**src/rtl/ftdi_pkg.sv**
```systemverilog
// Shared types for the FTDI 245-FIFO device-side responder.
package ftdi_pkg;
  localparam int BYTE_W = 8;

  typedef enum logic [1:0] {
    R_IDLE   = 2'd0,
    R_ACTIVE = 2'd1,
    R_GAP    = 2'd2
  } rd_state_t;

  typedef enum logic [1:0] {
    W_IDLE   = 2'd0,
    W_ACTIVE = 2'd1,
    W_GAP    = 2'd2
  } wr_state_t;
endpackage

```
**src/rtl/ftdi_resp_fifo.sv**
```systemverilog
// Synchronous first-word-fall-through FIFO: head is visible without a pop.
module ftdi_resp_fifo
  import ftdi_pkg::*;
#(
  parameter int DEPTH = 16,
  parameter int WIDTH = BYTE_W
) (
  input  logic                     clock,
  input  logic                     reset_n,
  input  logic                     push,
  input  logic [WIDTH-1:0]         push_data,
  input  logic                     pop,
  output logic [WIDTH-1:0]         head,
  output logic                     full,
  output logic                     empty,
  output logic [$clog2(DEPTH):0]   count
);
  localparam int AW = $clog2(DEPTH);
  localparam int CW = AW + 1;

  logic [WIDTH-1:0] mem [DEPTH];
  logic [AW-1:0]    wr_ptr;
  logic [AW-1:0]    rd_ptr;
  logic             do_push;
  logic             do_pop;

  assign do_push = push & !full;
  assign do_pop  = pop & !empty;
  assign full    = (count == CW'(DEPTH));
  assign empty   = (count == '0);
  assign head    = mem[rd_ptr];

  // Pointers wrap naturally because DEPTH is a power of two.
  always_ff @(posedge clock) begin
    if (!reset_n) begin
      wr_ptr <= '0;
      rd_ptr <= '0;
      count  <= '0;
    end else begin
      if (do_push) wr_ptr <= wr_ptr + AW'(1);
      if (do_pop)  rd_ptr <= rd_ptr + AW'(1);
      count <= count + CW'(do_push) - CW'(do_pop);
    end
  end

  always_ff @(posedge clock) begin
    if (do_push) mem[wr_ptr] <= push_data;
  end
endmodule

```
**src/rtl/ftdi_fifo_responder.sv**
```systemverilog
// Device-side emulation of the FTDI async 245-FIFO pins, bridging to PC-side
// valid/ready streams. Handshakes: a transfer happens on a clock edge where valid & ready.
module ftdi_fifo_responder
  import ftdi_pkg::*;
#(
  parameter int DEPTH   = 16,
  parameter int RXF_GAP = 2,
  parameter int TXE_GAP = 2
) (
  input  logic              clock,
  input  logic              reset_n,
  input  logic              rd_n,
  input  logic              wr_n,
  input  logic [BYTE_W-1:0] adbus_in,
  output logic [BYTE_W-1:0] adbus_out,
  output logic              adbus_oe,
  output logic              rxf_n,
  output logic              txe_n,
  input  logic [BYTE_W-1:0] pc_tx_data,
  input  logic              pc_tx_valid,
  output logic              pc_tx_ready,
  output logic [BYTE_W-1:0] pc_rx_data,
  output logic              pc_rx_valid,
  input  logic              pc_rx_ready,
  output logic              protocol_err
);
  localparam int CW  = $clog2(DEPTH) + 1;
  localparam int RGW = $clog2(RXF_GAP + 1);
  localparam int TGW = $clog2(TXE_GAP + 1);

  rd_state_t       rd_state, rd_next;
  wr_state_t       wr_state, wr_next;
  logic [RGW-1:0]  rd_gap;
  logic [TGW-1:0]  wr_gap;
  logic            rd_q, wr_q;
  logic            rd_fall, rd_rise, wr_fall, wr_rise;
  logic            to_push, to_pop, to_full, to_empty;
  logic            from_push, from_pop, from_full, from_empty;
  logic [CW-1:0]   to_count, from_count, to_count_nx, from_count_nx;
  logic            err_set;

  always_ff @(posedge clock) begin
    if (!reset_n) begin
      rd_q <= 1'b1;
      wr_q <= 1'b1;
    end else begin
      rd_q <= rd_n;
      wr_q <= wr_n;
    end
  end

  assign rd_fall = !rd_n & rd_q;
  assign rd_rise = rd_n & !rd_q;
  assign wr_fall = !wr_n & wr_q;
  assign wr_rise = wr_n & !wr_q;

  assign pc_tx_ready = !to_full;
  assign pc_rx_valid = !from_empty;
  assign to_push     = pc_tx_valid & pc_tx_ready;
  assign from_pop    = pc_rx_valid & pc_rx_ready;
  assign adbus_oe    = !rd_n & reset_n;

  ftdi_resp_fifo #(.DEPTH(DEPTH), .WIDTH(BYTE_W)) u_tofifo (
    .clock(clock), .reset_n(reset_n),
    .push(to_push), .push_data(pc_tx_data), .pop(to_pop),
    .head(adbus_out), .full(to_full), .empty(to_empty), .count(to_count)
  );

  ftdi_resp_fifo #(.DEPTH(DEPTH), .WIDTH(BYTE_W)) u_fromfifo (
    .clock(clock), .reset_n(reset_n),
    .push(from_push), .push_data(adbus_in), .pop(from_pop),
    .head(pc_rx_data), .full(from_full), .empty(from_empty), .count(from_count)
  );

  // State registers and gap counters for both FSMs.
  always_ff @(posedge clock) begin
    if (!reset_n) begin
      rd_state <= R_IDLE;
      wr_state <= W_IDLE;
      rd_gap   <= '0;
      wr_gap   <= '0;
    end else begin
      rd_state <= rd_next;
      wr_state <= wr_next;
      rd_gap   <= (rd_state == R_GAP) ? rd_gap + RGW'(1) : '0;
      wr_gap   <= (wr_state == W_GAP) ? wr_gap + TGW'(1) : '0;
    end
  end

  always_comb begin
    rd_next = rd_state;
    case (rd_state)
      R_IDLE:   if (rd_fall && !rxf_n) rd_next = R_ACTIVE;
      R_ACTIVE: if (rd_rise) rd_next = R_GAP;
      R_GAP:    if (rd_gap == RGW'(RXF_GAP - 1)) rd_next = R_IDLE;
      default:  rd_next = R_IDLE;
    endcase
  end

  always_comb begin
    wr_next = wr_state;
    case (wr_state)
      W_IDLE:   if (wr_fall && !txe_n) wr_next = W_ACTIVE;
      W_ACTIVE: if (wr_rise) wr_next = W_GAP;
      W_GAP:    if (wr_gap == TGW'(TXE_GAP - 1)) wr_next = W_IDLE;
      default:  wr_next = W_IDLE;
    endcase
  end

  // The pop lands on the rising strobe edge, so a wide strobe still pops once.
  always_comb begin
    to_pop = 1'b0;
    if (rd_state == R_ACTIVE && rd_rise && !to_empty) to_pop = 1'b1;
  end

  always_comb begin
    from_push = 1'b0;
    if (wr_state == W_IDLE && wr_fall && !txe_n && !from_full) from_push = 1'b1;
  end

  assign err_set = (rd_fall & rxf_n) | (wr_fall & txe_n) | (!rd_n & !wr_n);

  // Flags are registered from next-cycle state so they always match FSM + FIFO occupancy.
  assign to_count_nx   = to_count + CW'(to_push) - CW'(to_pop);
  assign from_count_nx = from_count + CW'(from_push) - CW'(from_pop);

  always_ff @(posedge clock) begin
    if (!reset_n) begin
      rxf_n        <= 1'b1;
      txe_n        <= 1'b1;
      protocol_err <= 1'b0;
    end else begin
      rxf_n <= !(rd_next == R_IDLE && to_count_nx != '0);
      txe_n <= !(wr_next == W_IDLE && from_count_nx != CW'(DEPTH));
      if (err_set) protocol_err <= 1'b1;
    end
  end
endmodule
```
**config.mk**
```make
export PLATFORM = sky130hd
export DESIGN_NAME = ftdi_fifo_responder
export DESIGN_NICKNAME = d
export VERILOG_FILES = /design/src/rtl/ftdi_pkg.sv /design/src/rtl/ftdi_resp_fifo.sv /design/src/rtl/ftdi_fifo_responder.sv
export SDC_FILE = /design/constraint.sdc
export NUM_CORES = 1
export LEC_CHECK = 0
export CORE_ASPECT_RATIO = 1.5
export CORE_UTILIZATION = 55
export CTS_CLUSTER_DIAMETER = 120
export DETAILED_ROUTE_END_ITERATION = 8
export GPL_ROUTABILITY_DRIVEN = 0
export GPL_TIMING_DRIVEN = 0
export PLACE_DENSITY = 0.83
export SYNTH_ARGS = -nofsm -noshare
export SYNTH_HDL_FRONTEND = slang
export SYNTH_HIERARCHICAL = 1
export SYNTH_SLANG_ARGS = --single-unit
```
**constraint.sdc**
```tcl
create_clock -name clock -period 3.7 [get_ports clock]
set_input_delay 0.74 -clock clock [delete_from_list [all_inputs] [get_ports clock]]
set_output_delay 0.74 -clock clock [all_outputs]
set_load 0.005 [all_outputs]
```
==> impl_metrics.tcl <==
set metrics [dict create \
    cp_cell_sequence "inv_1 -> ha_1 -> nand4bb_1 -> inv_1 -> nor4b_4 -> nand2_2 -> ha_1 -> inv_1 -> ha_1 -> fa_1 -> a21oi_1 -> nor2_1 -> or3_1 -> and3_1" \
    finalWirelength_microns 22800 \
    area_delta_synth_final_pct 14.2 \
    place_area_sq_um 13500 \
    layout-drive-gt1-share 0.151 \
    crit_buf_inv 3 \
    grt_overflow 0 \
    regToRegEndpoint "u_fromfifo/count[4]" \
    use_met3 0.0266 \
    drtPass1Iterations 7 \
    netlist_instances 712 \
    grt_use_met2 0.383 \
    routedWlPerCell_microns 20.9 \
    reg2reg_from "u_fromfifo/count[2]" \
    dieArea_sq_um 23500 \
    synth-edff-count 256 \
    fill_cells 1515 \
    initial_core_util 0.562 \
    ys_types 46 \
    grt_use_met1 0.226 \
    crit_family "simple AND/OR/NAND/NOR gates" \
    synth_top_cells_by_area "edfxtp_1, dfxtp_1, mux4_2" \
    regArea_sq_um 8630 \
    fp.dieH_microns 187 \
    place_hpwl_microns 15600 \
    postRouteAntennaNets 0 \
    critical_path_class "flop to flop" \
    critPathLaunchType "flop" \
    hold_violations 0 \
    grt_max_degree 17 \
    htreeDepth 1 \
    cp_slowest_cell "fa_1" \
    portBuffers 43 \
    coreArea_sq_um 22400 \
    multi_input_area_sq_um 3650 \
    cp.required_ns 4.13 \
    synthFlopType "edfxtp_1" \
    ys_ff_latch 303 \
    vias_per_cell 5.91 \
    antenna_found_initial 0 \
    final_util 0.641 \
    yosysTopAreaCell "edfxtp_1" \
    grt_usage 0.200 \
    holdPathStages 1 \
    fin_crit_sh 0.947 \
    syn-num-nets 772 \
    ys_seq_area_frac 0.686 \
    via_count 6440 \
    critPathCaptureType "flop" \
    grt_pass1_vias 6614 \
    synth_area_per_cell_sq_um 17.7 \
    synth_area_sq_um 12600 \
    worst_ir_drop_vdd_uv 387 \
    fin_skew_ns 0.0170 \
    power_density_nw_per_um2 590 \
    async_flop_share 0 \
    cts_tree "built" \
    cp.arrival_ns 3.93 \
    path_max_fanout 9 \
    nets 854 \
    relSlewSlack 0.417 \
    rr_worst_depth 14 \
    min_path_type "flop to flop" \
    final_max_slew_viol_count 0 \
    power.static_leakage_nw 4.87 \
    drc 0 \
    hold_end "rd_gap[0]" \
    die_width_microns 125 \
    yosysTopAreaCellShare 0.612 \
    hp-start "rd_gap[0]" \
    cts.sinks 303 \
    fmax_mhz 285 \
    fp-row-count 67 \
    grt_pass1_wl_microns 35700 \
    postCtsHoldBufs 0 \
    setup_viol_count_final 0 \
    min_period_ns 3.50 \
    drv_cap 0 \
    cts-root-buf "clkbuf_16" \
    clkTransAtPathRegs_ns 0.06 \
    busiest_layer "met2" \
    status "completed" \
    max_stage_delay_ns 0.41 \
    tightest_slew_ns 0.872 \
    design.portCount 44 \
    numCtsBuffers 27 \
    fin_area_sq_um 14400 \
    n_antenna_cell 0 \
    clk_latency_ns 0.54 \
    reg2reg_slack_ns 0.20 \
    drt_iter0_markers 467 \
    synth_warnings 6 \
    cts_buffer_depth 3 \
]
report_power, final:
| part | internal [mW] | switching (mW) | total, mW |
|---|---|---|---|
| Sequential | 3.87 | 0.112 | 3.98 |
| Clock | 1.49 | 1.20 | 2.69 |
| Combinational | 0.926 | 0.878 | 1.80 |
| Total | 6.28 | 2.19 | 8.47 |
layout make-up:
| class | instances | area share |
|---|---|---|
| Timing Repair Buffer | 53 | 0.0352 |
| Buffer | 27 | 0.0137 |
| Inverter | 45 | 0.0118 |
| Sequential cell | 303 | 0.601 |
| Multi-Input combinational cell | 337 | 0.255 |
| Clock inverter | 19 | 0.0117 |
| Tap cell | 276 | 0.0241 |
| Clock buffer | 29 | 0.0476 |
cell families (layout without fill, tap and decap cells):
family	after synthesis	in the layout	synth area share
XOR/XNOR	26	26	0.0187
AND/OR/NAND/NOR	147	147	0.0674
multiplexers	64	64	0.123
buffers and inverters	72	173	0.0291
flip-flops	303	303	0.686
adder cells (fa/ha/maj)	38	38	0.0402
AO/OA/AOI/OAI	62	62	0.0352
routing by layer:
layer,vias up,routed length (microns)
met3,39,857
met5,-,0
li1,2939,-
met2,169,12700
met4,0,609
met1,3293,8620
what timing repair did:
item,in CTS,in global routing
pin swaps,0,1
gates resized for setup,4,2
buffers inserted,0,2
setup endpoints to repair,69,2
flip-flops by register name, indices dropped and copies added (netlist names), named ones only:
register           flops
wr_gap                 2
u_tofifo/mem         128
u_fromfifo/rd_ptr      4
u_tofifo/rd_ptr        4
rxf_n                  1
txe_n                  1
u_tofifo/wr_ptr        4
u_tofifo/count         5
u_fromfifo/count       5
u_fromfifo/mem       128
wr_q                   1
protocol_err           1
rd_gap                 2
rd_state               2
rd_q                   1
u_fromfifo/wr_ptr      4
wr_state               2
how the worst max path moves through the flow:
stage,slack [ns],from,depth (start not counted),endpoint
global placement,-1.10,wr_n,12,u_fromfifo/count[4]
detailed placement,-1.31,wr_n,12,u_fromfifo/count[4]
global route,-0.002,u_fromfifo/count[2],14,u_fromfifo/count[4]
CTS,0.04,u_fromfifo/count[2],14,u_fromfifo/count[4]
finish,0.20,u_fromfifo/count[2],14,u_fromfifo/count[4]
floorplan,0.03,wr_n,11,u_fromfifo/count[4]
stage by stage:
stage	setup WS [ns]	power [mW]	cells	TNS, ns	hold slack [ns]
6_report	0.195	8.47	1089	0	0.423
5_1_grt	-0.00198	8.86	1089	-0.00198	0.463
4_1_cts	0.0356	8.54	1087	0	0.432
3_5_place_dp	-1.31	5.85	1039	-60.67	0.416
3_3_place_gp	-1.10	5.77	1031	-81.66	0.406
2_1_floorplan	0.0335	5.24	712	0	0.398
cell usage in the layout, fill, tap and decap left out, types with 5 or more instances in the layout:
cell type        Yosys  final
nor4_2               0      8
clkinv_2             0      6
a21o_1               6      6
nand2b_1             5      5
ha_1                34     34
clkdlybuf4s50_1      0     43
clkbuf_16            0     27
clkbuf_1             7      9
and2_1              40     40
nor2_1              19     19
a22oi_1             32     32
nor3b_1              9      9
clkdlybuf4s25_2      6      6
dfxtp_1             47     47
mux4_2              36     36
buf_4                2     12
mux4_1              28     28
nand2_1             25     23
buf_6                6      6
inv_1               45     45
xor2_1              10     10
xnor2_1             15     15
a21oi_1              9      9
edfxtp_1           256    256
nand3_1             10     10
nor2b_1              6      5
clkinv_1             0      5
cell usage after synthesis (4+ instances only):
library cell,count
nor2_1,19
dfxtp_1,47
mux4_1,28
inv_1,45
edfxtp_1,256
nand2_1,25
clkbuf_1,7
a21boi_0,4
a21oi_1,9
nor2b_1,6
xor2_1,10
a22oi_1,32
and2_1,40
nand2b_1,5
buf_6,6
buf_2,4
nor4_1,8
nor3b_1,9
and3_1,4
mux4_2,36
a21o_1,6
nand4_1,4
xnor2_1,15
fa_1,4
ha_1,34
clkdlybuf4s25_2,6
nand3_1,10
No activity file was read; power rests on OpenSTA's default activity.
==> edit 1, RTL diff (same flow settings) <==
Encoding of `wr_state_t`: now one-hot (3 bits for 3 states).
--- a/src/rtl/ftdi_pkg.sv
+++ b/src/rtl/ftdi_pkg.sv
@@ -9,8 +9,8 @@
   } rd_state_t;
 
-  typedef enum logic [1:0] {
-    W_IDLE   = 2'd0,
-    W_ACTIVE = 2'd1,
-    W_GAP    = 2'd2
+  typedef enum logic [2:0] {
+    W_IDLE   = 3'b001,
+    W_ACTIVE = 3'b010,
+    W_GAP    = 3'b100
   } wr_state_t;
 endpackage
Behaviour: same outputs for any inputs over 4 cycles, from zero or initial values and one cycle with reset_n low; so few cycles prove little.
==> edit 1 against the original RTL <==
- sequential cell count grew 1
- area after synthesis is 0.20% higher
- the run now ends with design-rule violations left
- highest routed layer unchanged
- largest power group unchanged
- via count about the same
- cell area decreased by 0.13%
- power shrank 0.29%
- final cell count is 0.73% higher
- critical path type is now flop to primary output
- die area rose by 0.19%
- routed wire length is 1.4% higher
- setup slack worse by 0.033 ns
==> edit 1: results (changes against the original RTL) <==
outcome=finished, violations left (was finished, final reports clean); violated checks=design-rule violations; Layout Nets=860 (was 854); layout cell share with drive strength beyond 1=15.0% (was 15.1%); initial DRC count=388 (was 467); top cells by area in the synthesized netlist=edfxtp_1, dfxtp_1, mux4_2 (unchanged); CP Max Fanout=10 (was 9); placed cell area=13500 µm² (about the same); leakage power=4.87 nW (about the same); CP arrival=2.80 ns (was 3.93 ns); Met1 Wirelength=8.63 mm (was 8.62 mm); Slowest cell on crit path=buf_1 (was fa_1); crit-path max cell delay=0.61 ns (was 0.41 ns); Mapped Cells=719 (was 712); Top delay family on crit path=buffers and inverters (was simple AND/OR/NAND/NOR gates); sequential area share after synthesis=68.7% (was 68.6%); P_clk=0.00257 W (was 0.00269 W); Met3 Routed Length=937 µm (was 857 µm); worst ir drop on vdd=549 µV (was 387 µV); commonest cells in the netlist=edfxtp_1, dfxtp_1, inv_1, and2_1, mux4_2 (unchanged); Psw=0.00221 W (was 0.00219 W); synth unique cells=48 (was 46); met1 Usage GRT=23.0% (was 22.6%); DP Worst Slack=-0.922 ns (was -1.31 ns); met2 usage=38.0% (was 38.3%); fin cells=1097 (was 1089); dpl cells=1045 (was 1039); post-DR vias/cell=5.87 (was 5.91); Detailed Place HPWL=15.7 mm (was 15.6 mm); first-pass GRT wire length=36.3 mm (was 35.7 mm); M3 GR Usage=2.77% (was 2.66%); vias in the first global route=6781 (was 6614); Met2 Routed Length=12.6 mm (was 12.7 mm); pin count of the biggest net entering global routing=18 (was 17); GR Util All Layers=20.4% (was 20.0%); # DRC=4 (was 0)
[edit 1: kinds of logic (layout without fill, tap and decap cells)]
family / after synthesis / count (layout) / synth area share (%)
XOR/XNOR: 26 / 26 / 1.87
AO/OA/AOI/OAI: 64 / 64 / 3.64
multiplexers: 64 / 64 / 12.3
AND/OR/NAND/NOR: 150 / 150 / 6.62
adder cells (fa/ha/maj): 38 / 38 / 4.01
buffers and inverters: 73 / 175 / 2.93
flip-flops: 304 / 304 / 68.7
[edit 1: cell type report]
type                            count  area [µm²]
Tap cell                          276         345
Fill cell                        1499        8050
Sequential cell                   304        8650
Inverter                           47         176
Timing Repair Buffer               52         498
Buffer                             26         193
Clock inverter                     18         104
Multi-Input combinational cell    342        3650
Clock buffer                       32         714
[edit 1: path summary, 6_finish.rpt]
kind,end,from,cells after the start,slack (ns)
max,adbus_out[0],flop,5,0.16
min reg2reg,rd_gap[0],rd_gap[0],1,0.42
min,rd_gap[0],rd_gap[0],1,0.42
max reg2reg,u_tofifo/count[4],u_tofifo/count[3],14,0.35
==> edit 2, RTL diff (same settings) <==
Without the edit above. Set the parameter `RXF_GAP` to 4 (it was 2).
--- a/src/rtl/ftdi_fifo_responder.sv
+++ b/src/rtl/ftdi_fifo_responder.sv
@@ -5,5 +5,5 @@
 #(
   parameter int DEPTH   = 16,
-  parameter int RXF_GAP = 2,
+  parameter int RXF_GAP = 4,
   parameter int TXE_GAP = 2
 ) (
Behaviour: not the same (Yosys sat finds a counterexample within 10 cycles, from zero or initial values and one cycle with reset_n low).
==> edit 2 against the original RTL <==
- the run now ends with design-rule violations left
- synthesized cell count grew 0.70%
- combinational power is essentially flat
- routed wire length grew 1.1%
- setup slack gained 0.042 ns
- area after synthesis grew 0.26%
- cell area is essentially flat
- sequential cell count grew 1
- critical path depth shrank 9
- power shrank 0.79%
- die area grew 0.26%
- critical endpoint is now pc_rx_data[5]
- non-clock buffer count is the same
- largest cell class unchanged
- global-route usage grew 0.36 points
- final cell count grew 0.46%
==> edit 2: results (changes against the original RTL) <==
NonClk Buf Share=4.89% (about the same); Via Count=6420 (was 6440); # DRC=5 (was 0); worst ir drop on vdd=480 µV (was 387 µV); dpl cells=1044 (was 1039); Synth Area in Compound Gates=3.47% (was 3.52%); initial DRC count=435 (was 467); vias in the first global route=6544 (was 6614); outcome=finished, violations left (was finished, final reports clean); DP Worst Slack=-1.04 ns (was -1.31 ns); multi-input logic area=3660 µm² (was 3650 µm²); mux contribution to synthesized area=12.3% (about the same); CP arrival=2.72 ns (was 3.93 ns); GR Util All Layers=20.4% (was 20.0%); commonest cells in the netlist=edfxtp_1, dfxtp_1, inv_1, and2_1, mux4_2 (unchanged); FF+latch count, synth=304 (was 303); Syn Nets=778 (was 772); r2r setup slk=0.25 ns (was 0.20 ns); fin cells=1094 (was 1089); Hold EP=wr_gap[0] (was rd_gap[0]); violated checks=design-rule violations; drt pass-1 iters=8 (was 7); worst hold start=wr_gap[0] (was rd_gap[0]); top cells by area in the synthesized netlist=edfxtp_1, dfxtp_1, mux4_2 (unchanged); Mapped Cells=717 (was 712); clock buffer count from CTS=26 (was 27); Layout Nets=859 (was 854)
-- edit 2: changes by cell type after synthesis, moves of 2 or more --
cell and delta:
inv_1 +3, nand2b_1 -2, nor3b_1 -3, nand2_1 +2, a21oi_1 +2
-- edit 2: power breakdown --
| part | internal (W) | total, W | switching, W | leakage, nW |
|---|---|---|---|---|
| clock | 0.00144 | 0.00261 | 0.00117 | 0.405 |
| sequential | 0.00388 | 0.00400 | 0.000120 | 2.70 |
| combinational | 0.000931 | 0.00180 | 0.000868 | 1.78 |
-- edit 2: per-layer routing --
metal  track usage (%)  part of all wire, %  routed length (µm)  vias to the layer above
li1                  -                    -                   -                     2960
met1              23.1                   37                8610                     3256
met2              39.1                   56               13000                      159
met3              2.57                  3.3                 771                       45
met4              7.04                  3.0                 686                        0
met5                 0                    0                   0                        -
-- edit 2: critical path, delay by kind of cell, from the launching register on --
family	cells	cell delay [ns]
flops	1	0.46
buf+inv	2	0.97
mux	1	0.47
simple gates	1	0.08
compound gates	1	0.21
